<file path="config.mk">
export PLATFORM = sky130hd
export DESIGN_NAME = fetch_stage
export DESIGN_NICKNAME = d
export VERILOG_FILES = /design/src/rtl/fetch_stage.sv
export SDC_FILE = /design/constraint.sdc
export NUM_CORES = 1
export LEC_CHECK = 0
export ABC_AREA = 1
export BUFFER_PORTS_ARGS = -buffer_cell sky130_fd_sc_hd__buf_2
export CORE_ASPECT_RATIO = 2
export CORE_MARGIN = 1
export CORE_UTILIZATION = 33
export DETAILED_ROUTE_END_ITERATION = 12
export PLACE_DENSITY_LB_ADDON = 0.05
export SYNTH_ARGS = -nofsm -noshare
export SYNTH_HDL_FRONTEND = slang
export SYNTH_SLANG_ARGS = --single-unit
</file>
<file path="constraint.sdc">
create_clock -name clk -period 1.68 [get_ports clk]
set_clock_uncertainty 0.2 [all_clocks]
set_input_delay 0.336 -clock clk [delete_from_list [all_inputs] [get_ports clk]]
set_output_delay 0.336 -clock clk [all_outputs]
set_load 0.005 [all_outputs]
</file>
<file path="src/rtl/fetch_stage.sv">
// fetch_stage: instruction-fetch stage plus IF/ID pipeline register.
//
// Holds the PC and issues one request at a time to an instruction memory
// with variable latency. Each returned word is registered together with its
// PC+4, and opCode is taken straight from the registered word for the
// control unit. A decode stall parks a returning word in a one-entry skid
// buffer. A taken branch or a jump redirects the PC and flushes IF/ID.
//
// Ports:
//   clk, reset                     clock, synchronous active-high reset
//   imem_req, imem_addr            request to instruction memory (held to imem_valid)
//   imem_rdata, imem_valid         returned word and one-cycle completion strobe
//   stall                          hold IF/ID, accept no new instruction
//   jump, jump_target              redirect (wins over branch)
//   branch_taken, branch_target    redirect
//   id_instr, id_pc_plus4, id_valid  IF/ID register contents
//   opCode                         id_instr[31:26]
//
// state | meaning
// ------+-----------------------------------------------------------------
// IDLE  | no request; next cycle start fetching at pc
// REQ   | request at req_addr outstanding
// HOLD  | word returned during stall, parked in skid buffer; no request
// DRAIN | redirected while a request was in flight; wait for and drop it
module fetch_stage #(
    parameter int unsigned           ADDR_WIDTH = 32,
    parameter logic [ADDR_WIDTH-1:0] RESET_PC   = '0
) (
    input  logic                  clk,
    input  logic                  reset,
    output logic                  imem_req,
    output logic [ADDR_WIDTH-1:0] imem_addr,
    input  logic [31:0]           imem_rdata,
    input  logic                  imem_valid,
    input  logic                  stall,
    input  logic                  jump,
    input  logic [ADDR_WIDTH-1:0] jump_target,
    input  logic                  branch_taken,
    input  logic [ADDR_WIDTH-1:0] branch_target,
    output logic [31:0]           id_instr,
    output logic [ADDR_WIDTH-1:0] id_pc_plus4,
    output logic                  id_valid,
    output logic [5:0]            opCode
);

    localparam logic [1:0] S_IDLE  = 2'd0;
    localparam logic [1:0] S_REQ   = 2'd1;
    localparam logic [1:0] S_HOLD  = 2'd2;
    localparam logic [1:0] S_DRAIN = 2'd3;

    logic [1:0]            state;
    logic [ADDR_WIDTH-1:0] pc;
    logic [ADDR_WIDTH-1:0] req_addr;
    logic [31:0]           buf_instr;
    logic [ADDR_WIDTH-1:0] buf_pc_plus4;

    logic                  redirect;
    logic [ADDR_WIDTH-1:0] raw_target;
    logic [ADDR_WIDTH-1:0] target;
    logic [ADDR_WIDTH-1:0] req_next;

    assign redirect   = jump | branch_taken;
    assign raw_target = jump ? jump_target : branch_target;
    // Targets are forced word aligned.
    assign target     = raw_target & ~ADDR_WIDTH'(3);
    // Wraps modulo 2^ADDR_WIDTH by construction.
    assign req_next   = req_addr + ADDR_WIDTH'(4);

    assign imem_req  = (state == S_REQ) || (state == S_DRAIN);
    assign imem_addr = req_addr;
    assign opCode    = id_instr[31:26];

    always_ff @(posedge clk) begin
        if (reset) begin
            state        <= S_IDLE;
            pc           <= RESET_PC;
            req_addr     <= RESET_PC;
            id_instr     <= '0;
            id_pc_plus4  <= '0;
            id_valid     <= 1'b0;
            buf_instr    <= '0;
            buf_pc_plus4 <= '0;
        end else begin
            // A redirect flushes IF/ID from any state and overrides stall.
            if (redirect) begin
                pc       <= target;
                id_valid <= 1'b0;
                id_instr <= '0;
            end

            case (state)
                S_IDLE: begin
                    state    <= S_REQ;
                    req_addr <= redirect ? target : pc;
                end

                S_REQ: begin
                    if (imem_valid) begin
                        if (redirect) begin
                            // Returned word is on the wrong path: drop it.
                            req_addr <= target;
                        end else if (stall) begin
                            buf_instr    <= imem_rdata;
                            buf_pc_plus4 <= req_next;
                            pc           <= req_next;
                            state        <= S_HOLD;
                        end else begin
                            id_instr    <= imem_rdata;
                            id_pc_plus4 <= req_next;
                            id_valid    <= 1'b1;
                            pc          <= req_next;
                            req_addr    <= req_next;
                        end
                    end else if (redirect) begin
                        // Memory still owes us a word for req_addr; keep the
                        // request asserted and unchanged until it arrives.
                        state <= S_DRAIN;
                    end
                end

                S_HOLD: begin
                    if (redirect) begin
                        req_addr <= target;
                        state    <= S_REQ;
                    end else if (!stall) begin
                        id_instr    <= buf_instr;
                        id_pc_plus4 <= buf_pc_plus4;
                        id_valid    <= 1'b1;
                        req_addr    <= pc;
                        state       <= S_REQ;
                    end
                end

                S_DRAIN: begin
                    // A redirect arriving together with the stale word must
                    // still end the drain, otherwise nothing would complete it.
                    if (imem_valid) begin
                        req_addr <= redirect ? target : pc;
                        state    <= S_REQ;
                    end
                end

                default: state <= S_IDLE;
            endcase
        end
    end

endmodule
</file>
Yosys cells after proc, flatten, opt, wreduce, memory -nomap -nowiden
Cells that the tools add are included.
{"block": "op_classes", "n_addsub": 1, "mul": 0, "n_div": 0, "magnitude_cmp": 0, "n_eq_ne": 14, "shift": 0, "mux": 37, "bitwise": 2, "n_reduce_logical": 7}
{"operator": "32-bit 2-to-1 mux", "count": 21}
{"operator": "32-bit one-hot mux with 2 select lines", "count": 2}
{"operator": "32-bit one-hot mux with 4 select lines", "count": 1}
{"operator": "32-bit by 3-bit adder with 32-bit output (second input constant)", "count": 1}
{"operator": "3-bit inequality test (second input constant)", "count": 5}
{"operator": "2-bit 2-to-1 mux", "count": 7}
{"operator": "2-bit inequality test (second input constant)", "count": 6}
{"operator": "2-bit one-hot mux with 4 select lines", "count": 1}
{"operator": "4-bit AND reduction", "count": 2}
{"operator": "6-bit AND reduction", "count": 1}
{"operator": "5-bit AND reduction", "count": 1}
{"operator": "2-bit == test (second input constant)", "count": 2}
{"operator": "1-bit 2-to-1 mux", "count": 4}
{"operator": "2-bit by 1-bit == test with 1-bit output (second input constant)", "count": 1}
{"operator": "2-bit logical NOT", "count": 1}
{"operator": "1-bit one-hot mux with 2 select lines", "count": 1}
{"operator": "2-bit nonzero test", "count": 1}
{"operator": "1-bit logical OR", "count": 1}
{"operator": "1-bit inverter", "count": 1}
{"operator": "1-bit OR", "count": 1}
{"block": "word_totals", "regBits": 195, "latchBits": 0, "mem_bits_rw": 0, "romBits": 0, "input_bits": 102, "output_inout_bits": 104, "wordCells": 69, "n_memories": 0}

Longest topological paths before layout
Gate-level depths: netlist (run 1).
{"block": "logic_depth", "depth_word": 6, "mapped_depth": 12, "ltp_nobuf": 12}

Least setup slack after synthesis (run 1)
No wires, ideal clock.
{"block": "synth_timing", "path_type": "reg-to-reg", "startpoint": "reg req_addr[2] (netlist: imem_addr[2])", "endpoint": "reg pc[24]", "setup_ns": 0.114, "arrival_time_ns": 1.535, "required_time_ns": 1.366, "slack_ns": -0.168, "stages_incl_launch_ff": 13, "n_path_buf": 0, "synth_period_minus_slack_ns": 1.848, "cell_sequence": "dfxtp_1 ha_1 nand2_2 nor2_4 nand2_1 nor2_4 nand2_1 nand2_1 nand2_1 nand2_1 nand2_1 o21bai_1 inv_1"}
{"block": "synth_via", "elab_chain_len": 4}
{"element": "start, declared", "line_no": "53", "text": "logic [ADDR_WIDTH-1:0] req_addr;"}
{"element": "start signal, assigned", "line_no": "94", "text": "req_addr <= redirect ? target : pc;"}
{"element": "start signal, assigned", "line_no": "101", "text": "req_addr <= target;"}
{"element": "start signal, assigned", "line_no": "112", "text": "req_addr <= req_next;"}
{"element": "32-bit by 3-bit adder with 32-bit output", "line_no": "67", "text": "assign req_next = req_addr + ADDR_WIDTH'(4);"}
{"element": "32-bit 2-to-1 mux", "line_no": "99", "text": "if (redirect) begin"}
{"element": "32-bit 2-to-1 mux", "line_no": "98", "text": "if (imem_valid) begin"}
{"element": "32-bit 2-to-1 mux", "line_no": "91", "text": "case (state)"}
{"element": "end signal, assigned", "line_no": "86", "text": "pc <= target;"}
{"element": "end signal, assigned", "line_no": "105", "text": "pc <= req_next;"}
{"element": "end signal, assigned", "line_no": "111", "text": "pc <= req_next;"}
{"element": "end, declared", "line_no": "52", "text": "logic [ADDR_WIDTH-1:0] pc;"}
Every way passes these cells.
A chain may end at the register's enable or synchronous reset.

Worst setup path in the final report (run 1)
{"block": "layout_timing", "startpoint": "reg state[1]", "endpoint": "reg id_instr[16]"}
{"block": "layout_via", "elab_chain_len": 2, "word_cells_on_any_way": 3, "classes_between": "2 x eq/ne; 1 x mux"}
{"element": "start, declared", "line_no": "51", "text": "logic [1:0] state;"}
{"element": "start signal, assigned", "line_no": "75", "text": "state <= S_IDLE;"}
{"element": "start signal, assigned", "line_no": "93", "text": "state <= S_REQ;"}
{"element": "start signal, assigned", "line_no": "106", "text": "state <= S_HOLD;"}
{"element": "2-bit == test / 2-bit by 1-bit == test with 1-bit output (equally long branches)", "line_no": "91"}
{"element": "32-bit one-hot mux with 2 select lines (*)", "line_no": "91"}
{"element": "end signal, assigned", "line_no": "108", "text": "id_instr <= imem_rdata;"}
{"element": "end signal, assigned", "line_no": "126", "text": "id_instr <= buf_instr;"}
{"element": "end, declared", "line_no": "40", "text": "output logic [31:0] id_instr,"}
Mark *: on every way between the ends. The rest lies on a longest branch, timed or not.

==> flow_metrics.py, run 1 <==
metrics = {
    "route": {
        "dr.first_iter.drc_count": 424,
        "routed-via-count": 10800,
        "finalWirelength_um": 38300,
        "wire_per_inst_um": 17.7,
        "vias_per_cell": 5.00,
        "drtAntennaViolNets": 0,
        "drc": 0,
        "firstDrtPassIters": 5,
    },
    "floorplan": {
        "fp.dieW_um": 123,
        "core_mm2": 0.0290,
        "start_util": 0.336,
        "rows": 88,
        "pin_count": 206,
        "die-area_mm2": 0.0302,
        "dieHeight_um": 245,
    },
    "setup_path": {
        "worstSetupPathType": "reg2reg",
        "max_stage_delay_ns": 0.35,
        "path_buf_inv": 7,
        "cp-end-kind": "flop",
        "path_delay_family": "buffers and inverters",
        "crit_path_max_fanout": 8,
        "cp.arrival_ns": 2.12,
        "crit_required_ns": 1.80,
        "crit_chain": "inv_2, ha_4, buf_12, clkinv_8, nor2_4, inv_2, buf_6, nand4_1, nand2_2, clkinv_4, clkbuf_16, nand2_4, a21oi_2",
        "crit_path_frequent_cell": "inv_2",
        "startpoint_type": "flop",
        "cpMaxStageDelayCell": "dfxtp_2",
    },
    "global_routing": {
        "grt_pass1_vias": 10500,
        "grt_pass1_wl_um": 55800,
        "overflow": 0,
        "grt_max_degree": 51,
        "grtUsageTotal": 0.243,
        "antenna_found_initial": 0,
    },
    "sta": {
        "max_freq_ghz": 0.501,
        "hold_viol_final": 0,
        "fin_crit_ns": 1.99,
        "fin_crit_sh": 1.19,
        "slew_viol_final": 0,
        "tightest_slew_ns": 0.650,
        "rsz0062_at_grt": "yes",
        "setup_viol": 187,
        "maxSlewHeadroom": 0.567,
        "setup_ws_ns": -0.315,
    },
    "logic_synthesis": {
        "ys_async_sr_fraction": 0,
        "synthXorXnorAreaFrac": 0.0173,
        "synth.area.top_cells": "dfxtp_1, nand2_1, o21ai_0",
        "post_synth_num_cell_types": 38,
        "yosysWarnings": 0,
        "ys_seq_area_frac": 0.401,
        "syn_nets": 1522,
        "ys.flop_type": "dfxtp_1",
        "syn_avg_cell_area_um2": 6.88,
        "synth_edf_count": 0,
        "synth_fa_ha_area_frac": 0.00514,
        "synth_commonest_cells": "nand2_1, dfxtp_1, o21ai_0",
        "synth-simple-area-share": 0.218,
        "synth.area.mux_share": 0,
        "synth-compound-area-share": 0.262,
        "ys_ff_latch": 195,
        "synth_largest_area_cell": "dfxtp_1",
        "yosysMostFrequentCell": "nand2_1",
        "syn_inst": 1416,
        "synth_area_mm2": 0.00974,
        "synth_top_area_frac": 0.401,
        "synth_top_family_by_area": "compound AO/OA/AOI/OAI gates",
    },
    "power_and_ir_drop": {
        "power.density_mw_per_mm2": 847,
        "p_leak_nw": 7.35,
        "peakVddDrop_mv": 0.807,
    },
    "placement": {
        "numPortBuffers": 201,
        "dp_hpwl_um": 24400,
        "gp_congestion": 0.819,
        "dpl-instance-area_mm2": 0.0123,
        "dp.cells": 2042,
    },
    "cts": {
        "ctsLongestPathBuffers": 2,
        "cts_tree": "built",
        "cts.sinks": 195,
        "numCtsBuffers": 17,
        "clk_pin_slew_ns": 0.08,
        "clockRootBuffer": "clkbuf_16",
        "htreeDepth": 4,
        "clk-insertion-delay-late_ns": 0.46,
    },
    "run_status": {
        "outcome": "finished, violations left",
        "violations": "negative setup slack",
    },
    "job": {
        "drv_cap": 0,
    },
    "layout": {
        "utilization": 0.550,
        "fin_area_mm2": 0.0159,
        "final_cells": 2163,
        "nets": 1896,
        "final_layout_size_suffix_gt1_frac": 0.465,
        "antenna_cells": 0,
        "area_growth_pct": 63.6,
    },
    "min_path": {
        "hold_class": "in2reg",
    },
}
==> cells by family after synthesis <==
kind of cell,after synthesis
AND/OR/NAND/NOR,505
XOR/XNOR,15
adder cells (fa/ha/maj),4
buffers and inverters,229
AO/OA/AOI/OAI,468
flip-flops,195
==> cell type report <==
type / instances / area [um^2]
Fill cell: 2742 / 13000
Multi-Input combinational cell: 992 / 6430
Tap cell: 360 / 450
Timing Repair Buffer: 455 / 3980
Clock inverter: 12 / 118
Inverter: 129 / 543
Sequential cell: 195 / 3950
Clock buffer: 20 / 457
==> power by group <==
group	switching [mW]	total, mW	internal (mW)	leakage (nW)
Combinational	2.22	4.18	1.96	5.47
Clock	1.99	4.14	2.15	0.283
Sequential	0.234	5.17	4.93	1.60
==> state kept, by name (all words and copies together) (netlist names) <==
name and cells:
buf_instr 32, id_instr 32, id_valid 1, id_pc_plus4 32, pc 32, imem_addr 32
state 2, buf_pc_plus4 32
==> tightest hold or removal path, cell delays in order <==
cell and delay [ns]:
buf_2 0.12, o21ai_2 0.12, a21oi_1 0.04
==> per-layer routing <==
layer,global-route usage,up-vias,routed length [um]
li1,-,5377,-
met3,0.0360,74,1210
met2,0.458,233,21400
met5,0,-,0
met1,0.259,5141,14300
met4,0.105,0,1390
==> stage by stage <==
step	hold WS, ns	power, mW	worst slack, ns	setup TNS [ns]
final	0.00176	13.5	-0.315	-33.53
after global routing	0.0233	14.1	-0.384	-48.45
after CTS	0.0217	13.1	-0.268	-28.31
after detailed placement	0.238	8.16	-0.356	-37.89
after global placement	0.232	8.15	-0.321	-33.64
after floorplan	0.225	6.64	-0.0615	-0.258
==> what timing repair did <==
action                     4_1_cts  5_1_grt
setup endpoints to repair      198      197
hold buffers                    31        0
setup buffers                   24       17
cloned                          13       12
hold endpoints to repair        31        0
gates resized for setup        316      311
pin swaps                       60       72
==> cell usage in the layout (no fill, tap or decap), types with 9 or more instances in the layout <==
cell / n
buf_2: 197
nand2_1: 256
or2_2: 11
dfxtp_1: 172
nor2_4: 18
nand2_4: 40
nand2_2: 53
o21ai_2: 80
o211ai_1: 22
dlygate4sd3_1: 31
o21bai_1: 38
nor2_1: 71
buf_12: 31
a21oi_1: 102
nand3_1: 9
dfxtp_2: 15
nand3_2: 10
buf_6: 44
clkbuf_16: 27
buf_4: 125
buf_16: 10
o21ai_1: 39
inv_1: 114
o21ai_0: 81
nor2_2: 16
a21oi_2: 73
xor2_2: 10
==> final timing paths <==
| path | depth (start not counted) | to | slack (ns) | from |
|---|---|---|---|---|
| hold / removal | 3 | buf_instr[1] | 0.002 | imem_rdata[1] |
| setup / recovery | 13 | id_instr[16] | -0.31 | state[1] |
| hold reg to reg | 2 | buf_instr[19] | 0.24 | buf_instr[19] |
| setup reg to reg | 13 | id_instr[16] | -0.31 | state[1] |
Power figures use the tool's default switching activity.
==> run 2: changes to the inputs <==
--- a/config.mk
+++ b/config.mk
@@ -10,6 +10,7 @@
 export CORE_ASPECT_RATIO = 2
 export CORE_MARGIN = 1
 export CORE_UTILIZATION = 33
+export CTS_BUF_LIST = sky130_fd_sc_hd__clkbuf_8
 export DETAILED_ROUTE_END_ITERATION = 12
 export PLACE_DENSITY_LB_ADDON = 0.05
 export SYNTH_ARGS = -nofsm -noshare
==> flow_metrics.py, run 2 (synthesis gave the netlist of run 1 again) <==
metrics = {
    "route": {
        "routed-via-count": 11000,
        "finalWirelength_um": 38800,
        "drtAntennaViolNets": 0,
        "dr.first_iter.drc_count": 381,
        "firstDrtPassIters": 4,
        "vias_per_cell": 5.01,
        "wire_per_inst_um": 17.7,
        "drc": 0,
    },
    "sta": {
        "rsz0062_at_grt": "yes",
        "fin_crit_sh": 1.19,
        "setup_ws_ns": -0.316,
        "setup_viol": 190,
        "max_freq_ghz": 0.501,
        "finalSetupTns_ns": -35.23,
        "fin_crit_ns": 2.00,
        "slew_viol_final": 0,
        "fin_hold_ws_ns": 0.0337,
        "maxSlewHeadroom": 0.592,
        "hold_viol_final": 0,
        "tightest_slew_ns": 0.613,
    },
    "setup_path": {
        "timing.rr.end": "imem_addr[31]",
        "cpMaxStageDelayCell": "dfxtp_2",
        "path_delay_family": "flip-flops",
        "crit_path_max_fanout": 2,
        "startpoint_type": "flop",
        "path_buf_inv": 2,
        "cp.arrival_ns": 1.46,
        "worstSetupPathType": "reg2out",
        "r2r_cells": 13,
        "crit_path_frequent_cell": "buf_6",
        "r2r-start": "imem_addr[3]",
        "max_stage_delay_ns": 0.35,
        "cp-end-kind": "output port",
        "crit_required_ns": 1.14,
        "r2r_setup_slack_ns": -0.30,
        "crit_chain": "buf_6, ha_4, or2_4, buf_6",
    },
    "placement": {
        "numPortBuffers": 201,
        "dp.cells": 2042,
        "gp_congestion": 0.819,
        "dp_hpwl_um": 24400,
        "post-place-ws_ns": -0.356,
    },
    "global_routing": {
        "antenna_found_initial": 1,
        "grt_pass1_wl_um": 57100,
        "top_usage_layer": "met2",
        "grt_pass1_vias": 10700,
        "grt.met3_usage": 0.0351,
        "grt_use_met2": 0.472,
        "grt_max_degree": 51,
        "grtUsageTotal": 0.249,
        "use_met1": 0.262,
        "overflow": 0,
    },
    "min_path": {
        "hp-start": "jump_target[14]",
        "min_path_cells": 5,
        "min_to": "pc[14]",
        "hold_class": "in2reg",
    },
    "power_and_ir_drop": {
        "switching_power_mw": 4.36,
        "p_leak_nw": 7.16,
        "power_mw": 12.8,
        "peakVddDrop_mv": 0.528,
        "power.density_mw_per_mm2": 796,
        "p_sw_frac": 0.341,
        "p_comb_frac": 0.349,
        "seq_power_share": 0.406,
        "p_int_mw": 8.41,
        "p_clk_frac": 0.246,
    },
    "cts": {
        "clockRootBuffer": "clkbuf_8",
        "ctsLongestPathBuffers": 2,
        "clk-insertion-delay-late_ns": 0.51,
        "cts.sinks": 195,
        "htreeDepth": 4,
        "clk_pin_slew_ns": 0.11,
        "cts_tree": "built",
        "numCtsBuffers": 17,
    },
    "floorplan": {
        "pin_count": 206,
        "rows": 88,
        "start_util": 0.336,
        "fp.dieW_um": 123,
        "dieHeight_um": 245,
        "core_mm2": 0.0290,
        "die-area_mm2": 0.0302,
    },
    "layout": {
        "nets": 1928,
        "final_cells": 2196,
        "final_cell_mix": "nand2_1, buf_2, dfxtp_1",
        "final_layout_size_suffix_gt1_frac": 0.464,
        "final_common_cell": "nand2_1",
        "seq_area_mm2": 0.00398,
        "n_fill_cell": 2759,
        "multiInputGateArea_mm2": 0.00621,
        "area_growth_pct": 64.7,
    },
    "run_status": {
        "outcome": "finished, violations left",
        "violations": "negative setup slack",
    },
    "job": {
        "drv_cap": 0,
    },
}
-- run 2: how the worst max path moves through the flow --
stage | slack (ns) | endpoint | cells past startpoint | startpoint
finish | -0.32 | imem_req | 4 | state[1]
global route | -0.41 | imem_addr[31] | 13 | imem_addr[3]
CTS | -0.35 | imem_req | 4 | state[1]
detailed placement | -0.36 | pc[26] | 10 | jump
global placement | -0.32 | pc[26] | 10 | jump
floorplan | -0.06 | pc[28] | 12 | imem_addr[2]
-- run 2: what timing repair did --
action | CTS | global route
cloned | 16 | 11
setup buffers | 31 | 36
hold endpoints to repair | 66 | 0
setup endpoints to repair | 217 | 218
pin swaps | 84 | 91
hold buffers | 37 | 0
gates resized for setup | 377 | 246
-- run 2: routing by layer --
layer | wire length [um] | part of all wire | up-vias
met5 | 0 | 0 | -
met4 | 1970 | 0.051 | 0
met3 | 1270 | 0.033 | 76
met2 | 21000 | 0.54 | 272
met1 | 14500 | 0.37 | 5214
li1 | - | - | 5430
-- run 2: worst register-to-register path, cell delays in order, from the launching register on --
cell     delay (ns)
dfxtp_4        0.38
buf_4          0.12
buf_6          0.10
nand2_4        0.04
nor2_4         0.15
nand2_4        0.09
nor2_8         0.20
buf_12         0.13
nand2_1        0.06
nand2_2        0.09
nand3_2        0.09
nand2_2        0.07
nand2_1        0.05
a21oi_1        0.14
-- run 2: area by class of cell --
type	count	share of cell area
antenna	1	0.000156
clock buffer	19	0.0163
clock inverter	13	0.00757
inverter	129	0.0332
multi-input combinational	992	0.387
sequential	195	0.248
tap	360	0.0281
timing repair buffer	487	0.279
-- run 2: power by group through the flow --
stage                     registers, mW  logic (mW)  clock network, mW
final                              5.18        4.45               3.14
after global routing               5.21        4.78               3.40
after CTS                          5.17        3.93               3.23
after detailed placement           5.21        2.95                  0
after global placement             5.21        2.95                  0
after floorplan                    5.23        1.40                  0
-- run 2: per-stage QoR --
stage                util  instance area (um^2)
global route        0.554                 16000
finish              0.554                 16000
CTS                 0.510                 14800
floorplan               -                  9860
global placement    0.424                 12300
detailed placement  0.424                 12300
